File: src/rtl/vc_pop_arbiter.sv
// Round-robin arbiter that drains four virtual-channel FIFOs into one downstream FIFO.
// Ownership is held for up to QUANTUM consecutive pops; the popped word is pushed one cycle later.
module vc_pop_arbiter #(
   parameter int DATA_WIDTH = 6,
   parameter int QUANTUM    = 4
) (
   input  logic                    clk,
   input  logic                    reset,
   input  logic                    enable,
   input  logic                    pause,
   input  logic [3:0]              empty,
   input  logic [4*DATA_WIDTH-1:0] data_in,
   input  logic                    dest_almost_full,
   input  logic                    dest_full,
   output logic [3:0]              pop,
   output logic                    push,
   output logic [DATA_WIDTH-1:0]   data_out,
   output logic [1:0]              grant,
   output logic                    active,
   output logic                    err_overflow
);

   typedef enum logic [1:0] {
      IDLE  = 2'd0,
      RUN   = 2'd1,
      STALL = 2'd2
   } state_t;

   localparam logic [3:0] QUANT = 4'(QUANTUM);

   state_t                state;
   state_t                state_nxt;
   logic [1:0]            owner;
   logic [1:0]            owner_nxt;
   logic [3:0]            burst_cnt;
   logic [3:0]            burst_nxt;
   logic [1:0]            src_p1;
   logic [DATA_WIDTH-1:0] last_p1;
   logic [3:0]            req;
   logic                  stall_req;
   logic                  arb_en;
   logic                  hold;
   logic                  hit_vld;
   logic [1:0]            hit_idx;
   logic [1:0]            cand;

   function automatic logic [3:0] sat_inc(input logic [3:0] v);
      return (v >= QUANT) ? QUANT : v + 4'd1;
   endfunction

   function automatic logic [1:0] onehot_idx(input logic [3:0] oh);
      logic [1:0] idx;
      idx = 2'd0;
      for (int i = 0; i < 4; i++)
         if (oh[i]) idx = 2'(i);
      return idx;
   endfunction

   assign req       = ~empty;
   assign stall_req = pause | dest_almost_full;
   assign arb_en    = (state == RUN) && enable && !stall_req;
   // burst_cnt==0 means nobody owns the channel yet, so owner=3 after reset hands VC0 first pick
   assign hold      = req[owner] && (burst_cnt != 4'd0) && (burst_cnt < QUANT);
   assign grant     = owner;

   always_comb begin
      hit_vld = 1'b0;
      hit_idx = owner;
      cand    = owner;
      for (int k = 1; k <= 4; k++) begin
         cand = owner + 2'(k);
         if (!hit_vld && req[cand]) begin
            hit_vld = 1'b1;
            hit_idx = cand;
         end
      end
   end

   always_comb begin
      pop       = 4'd0;
      owner_nxt = owner;
      burst_nxt = burst_cnt;
      if (arb_en) begin
         if (hold) begin
            pop[owner] = 1'b1;
            burst_nxt  = sat_inc(burst_cnt);
         end else if (hit_vld) begin
            pop[hit_idx] = 1'b1;
            owner_nxt    = hit_idx;
            burst_nxt    = 4'd1;
         end else begin
            burst_nxt = 4'd0;
         end
      end
   end

   always_comb begin
      state_nxt = state;
      case (state)
         IDLE:    if (enable) state_nxt = RUN;
         RUN:     if (!enable) state_nxt = IDLE;
                  else if (stall_req) state_nxt = STALL;
         STALL:   if (!enable) state_nxt = IDLE;
                  else if (!stall_req) state_nxt = RUN;
         default: state_nxt = IDLE;
      endcase
   end

   assign data_out = push ? data_in[int'(src_p1)*DATA_WIDTH +: DATA_WIDTH] : last_p1;

   always_ff @(posedge clk or negedge reset) begin
      if (!reset) begin
         state        <= IDLE;
         active       <= 1'b0;
         owner        <= 2'd3;
         burst_cnt    <= 4'd0;
         push         <= 1'b0;
         src_p1       <= 2'd0;
         last_p1      <= '0;
         err_overflow <= 1'b0;
      end else begin
         state        <= state_nxt;
         active       <= (state_nxt == RUN);
         owner        <= owner_nxt;
         burst_cnt    <= burst_nxt;
         err_overflow <= err_overflow | (push & dest_full);
         // pop -> push stage: FIFO read data arrives alongside push
         push         <= |pop;
         if (|pop) src_p1 <= onehot_idx(pop);
         if (push) last_p1 <= data_out;
      end
   end

endmodule

File: config.mk
export PLATFORM = sky130hd
export DESIGN_NAME = vc_pop_arbiter
export DESIGN_NICKNAME = d
export VERILOG_FILES = /design/src/rtl/vc_pop_arbiter.sv
export SDC_FILE = /design/constraint.sdc
export NUM_CORES = 1
export LEC_CHECK = 0
export CAP_MARGIN = 40
export CORE_AREA = 2 2 66 62
export DETAILED_ROUTE_END_ITERATION = 12
export DIE_AREA = 0 0 68 64
export PLACE_DENSITY_LB_ADDON = 0.08
export SETUP_SLACK_MARGIN = 0.3
export SLEW_MARGIN = 20
export SYNTH_ARGS = -nofsm -noshare
export SYNTH_HDL_FRONTEND = slang
export SYNTH_SLANG_ARGS = --single-unit
File: constraint.sdc
create_clock -name clk -period 3.62 [get_ports clk]
set_clock_uncertainty 0.1 [all_clocks]
set_input_delay 0.362 -clock clk [delete_from_list [all_inputs] [get_ports clk]]
set_output_delay 0.362 -clock clk [all_outputs]
set_load 0.05 [all_outputs]
Word level (Yosys, flattened, before mapping) --
Cells that the tools add are included.
Operators by class: bitwise gates (word level) 5, shift-type cells 1, eq/ne operators 3, $mul 1, order comparisons 9, add/sub/neg operators 4, muxes and demuxes 36, reduce and logical (&&, ||, !) cells 17
Operators by type and width (count):
- $shiftx 24x6->6 | 1
- $mux 2 | 11
- $mux 4 | 5
- $lt 2x3->1 const B | 5
- $mux 1 | 12
- $logic_and 1x1->1 | 9
- $bmux 1 s2 | 4
- $mux 6 | 1
- $pmux 2 s3 | 1
- $add 2x2->2 const B | 2
- $add 4x1->4 const B | 1
- $demux 1 s2 | 2
- $eq 2x1->1 const B | 2
- $ge 2x1->1 const B | 2
- $ge 4x3->1 const B | 1
- $logic_not 1->1 | 4
- $lt 4x3->1 const B | 1
- $mul 2x2->4 const B | 1
- $not 4->4 | 1
- $reduce_bool 4->1 | 1
- $reduce_or 4->1 | 1
- $reduce_and 3->1 | 1
- $add 2x1->2 const B | 1
- $eq 2x2->1 const B | 1
- other kinds (4) | 5
Word-level totals: word-level logic and storage cells 84, register bits after elaboration 19, output and inout port bits 15

Depth between registers and ports, before layout --
depth after elaboration 23, mapped depth 11, mapped depth without buffers 9

Least setup slack after synthesis --
OpenSTA, ideal clock, no wires.
path type register to output, from reg owner[0] (netlist: grant[0]), to out pop[0], stages on the path, launching flop included 12, setup slack -0.089 ns, data required time 3.158 ns, data arrival time 3.247 ns, cells stage by stage dfstp_2 buf_6 clkinv_4 ha_1 buf_6 inv_6 o221ai_2 a2111o_1 a221o_1 nor3_1 a21oi_1 nor2_1
Between the ends: cells in the longest elaborated chain, start to end 20
RTL lines:
- start, declared | line 33 | logic [1:0] owner;
- start signal, assigned | line 124 | owner <= owner_nxt;
- $add 2x1->2 | line 71 | cand = owner + 2'(k);
- $bmux 1 s2 | line 72 | if (!hit_vld && req[cand]) begin
- $mux 1 (not written as such) | line 72
- $mux 1 | line 72
- $logic_not 1->1 | line 72
- $logic_and 1x1->1 | line 72
- $mux 1 | line 72
- $logic_not 1->1 | line 72
- [4 not listed]
- $mux 2 | line 72
- $lt 2x3->1 (not written as such) / $ge 2x1->1 (equally long branches) | line 88 | pop[hit_idx] = 1'b1;
- $logic_and 1x1->1 (not written as such) | line 88
- $mux 1 (not written as such) | line 88
- $demux 1 s2 | line 88
- $mux 4 | line 87 | end else if (hit_vld) begin
- $mux 4 (*) | line 84 | if (hold) begin
- $mux 4 (*) | line 83 | if (arb_en) begin
- end, declared | line 15 | output logic [3:0] pop,
Every way passes the cells marked *; elsewhere a longest branch is shown, timed or not. The select of a mux whose other input is x is not followed.

Worst setup path after layout --
from reg owner[1] (netlist: grant[1]), to out pop[2]
Same word-level chain as after synthesis.

==> results.md <==
- Highest Signal Layer: met4
- Initial antenna violation count: 0
- Synth Instances: 131
- Register bit count reported by yosys: 19
- Total GRT Usage: 17.3%
- Ant. Diodes: 0
- Largest fanout on the critical path: 7
- Top FF cell, synth: dfrtp_1
- Layout cells sized above 1: 29.3%
- Tcrit/Tclk final: 91.2%
- Fin nets: 225
- Die X: between 60 and 70 um
- Root Buffer: clkbuf_8
- Library cells used by synthesis: 44
- CTS Buf Count: 3
- P_leak: about 0.00084 uW
- Die height: 64 um
- Num ports: 49
- Cell-internal power: roughly 950 uW
- Met2 wire length: 1750 um
- Area share of the largest cell type after synthesis: 29.9%
- Clk pwr share: roughly 8.5%
- Worst-Margin Slew: 0.517 ns
- Clk pin slew, worst setup/hold paths: approximately 0.08 ns
- Critical Path End Type: output port
- Status: finished, final reports clean
- Setup CP Type: flip-flop to output port
- CP Launch Type: flip-flop
- First-pass GRT wire length: 5770 um
- Final hold viol count: 0
- Drt via density: between 5 and 6
- Synthesized Nets: roughly 170
- Flop pwr share: 20.7%
- GPL Wtd Cong: 0.775
- Net Switching: 870 uW
- Largest net degree at the start of global routing: 17
- Share of synthesized flip-flops with an asynchronous set or reset: 100%
- CTS Hold Bufs: 0
- Seq/Total Area, Yosys: 33.6%
- Syn-to-layout area delta: 46.5%
- Vias in the first global route: 1,269
- CORE AREA: roughly 3600 um2
- Logic pwr share: between 70% and 80%
- Ranking of synthesized cells by area: dfrtp_1, mux4_2, mux2_2
- DR pass1 iterations: 4
- Hpwl dp: 2640 um
- Sw frac: 47.8%
- Worst ir drop on vdd: 0.446 mV
- Cell Pwr Density: 872 nW/um2
- DP Cell Count: roughly 220
- Post-synth EDFFs: 0
- Initial Util: 39.3%
- DRC: 0
- CTS tree: done
- RSZ-0062 raised after global routing: yes
- Critical Path AT: 2.84 ns
- Via count: roughly 1,300
- Slew Limit Fails: 0
- Final wirelength: around 3600 um
- Most frequent cells in the layout: clkdlybuf4s50_1, dfrtp_1, mux2_2
- Clk sinks: 19
- Netlist Area Pre-Place: 1420 um2
- Max-Cap Viols: 0
- FMAX: 303 MHz
- Hold Crit Class: primary input to async pin
- CP required: roughly 3.2 ns
- WL met1: between 1000 and 1500 um
- Final setup fails: 0
- Initial drt markers: 26
- Num rows: 21
- GRT Residual Overflow: 0
- Drt wl/cell: 15.8 um
- Post-layout min period: 3.30 ns
- DIE AREA: 4350 um2
- H-tree lvl count: 1
- Most common cell after layout, fill and taps aside: clkdlybuf4s50_1
- Latest clock arrival within the worst-skew pair: 0.26 ns
- Non-Filler Instances: 230
- Number of port buffers: 48
- Routed Antenna Nets: 0
- Mean Syn Cell Area: around 11 um2
- Area leader, netlist: dfrtp_1
- Total negative setup slack: 0 ns
- CTS max path bufs: 2
- Relative slew margins: 65.3%
- Routed wl met3: about 320 um
- Synth warnings: 0
[worst paths after layout]
| check | end | slack (ns) | cells past startpoint | start |
|---|---|---|---|---|
| min in group clk | err_overflow$_DFF_PN0_ | 0.36 | 1 | err_overflow$_DFF_PN0_ |
| worst min-delay path | err_overflow$_DFF_PN0_ | 0.20 | 1 | reset |
| worst min register to register | err_overflow$_DFF_PN0_ | 0.36 | 1 | err_overflow$_DFF_PN0_ |
| worst max-delay path | pop[2] | 0.32 | 9 | grant[1]$_DFFE_PN1P_ |
| worst max register to register | src_p1[0]$_DFFE_PN0P_ | 0.72 | 9 | grant[1]$_DFFE_PN1P_ |
| max in group asynchronous | grant[0]$_DFFE_PN1P_ | 2.76 | 2 | reset |
[registers in the layout, indices dropped and copies added, names as in the netlist]
register and count:
grant 2, burst_cnt 4, push 1, err_overflow 1, src_p1 2, last_p1 6, active 1, state 2
[through the flow]
| step | setup WS (ns) | hold slack, ns | area [um2] | util, % | total power (uW) |
|---|---|---|---|---|---|
| final | 0.317 | 0.203 | 2090 | 57.5 | 1820 |
| after global routing | 0.140 | 0.212 | 2090 | 57.5 | 1950 |
| after CTS | 0.327 | 0.209 | 2070 | 57.1 | 1780 |
| after detailed placement | 0.326 | 0.350 | 1990 | 54.9 | 1570 |
| after global placement | 0.361 | 0.337 | 1980 | 54.5 | 1540 |
| after floorplan | 0.268 | -0.0336 | 1450 | - | 1290 |
[area by class of cell]
cell class                 count  area, um2
fill                         313       1540
multi-input combinational    100        912
timing repair buffer          56        563
sequential                    19        478
tap                           46       57.6
clock buffer                   3       41.3
inverter                       5       28.8
clock inverter                 1       5.00
[cells by family (layout without fill, tap and decap cells)]
logic type,count (synthesis),after routing,synth area share [%]
DFF,19,19,33.6
muxes,26,26,25.6
AOI/OAI and AO/OA,36,36,18.9
adders and majority gates,6,6,5.27
and+or+nand+nor,31,31,11.1
buffers and inverters,12,65,5.01
xor gates and xnor gates,1,1,0.615
[what timing repair did]
action                     CTS  global route
setup buffers                4             1
gates resized for setup      2             2
setup endpoints to repair    4             4
pin swaps                    4             1
[power groups by stage]
stage	Combinational (uW)	Clock, uW	Sequential [uW]
after global placement	1130	0	404
after detailed placement	1150	0	413
after global routing	1390	170	392
final	1290	155	376
after CTS	1240	159	377
after floorplan	871	0	417
[cell usage after synthesis, drive strengths merged (2+ instances only)]
library cell and instances:
o221ai 2, nor4 2, o21a 2, mux2i 6, and2 4, dfrtp 17
ha 6, inv 4, nor2 8, a211oi 5, mux4 7, clkbuf 2
a32oi 2, a21oi 4, o21ai 11, buf 5, a21o 2, nand2 9
mux2 13, nand3 2, dfstp 2
[worst max-delay path: stages, from the launching register on]
cell and delay (ns):
dfstp_2 0.56, inv_2 0.08, ha_4 0.29, inv_6 0.07, o221ai_2 0.14, a2111o_1 0.43
a221o_1 0.38, o31ai_2 0.30, and2_4 0.20, buf_12 0.13
[layer usage]
layer | up-vias | GRT usage (%)
li1 | 608 | -
met1 | 597 | 20.4
met2 | 52 | 30.7
met3 | 9 | 3.52
met4 | 0 | 5.25
met5 | - | 0
Power figures use the tool's default switching activity.
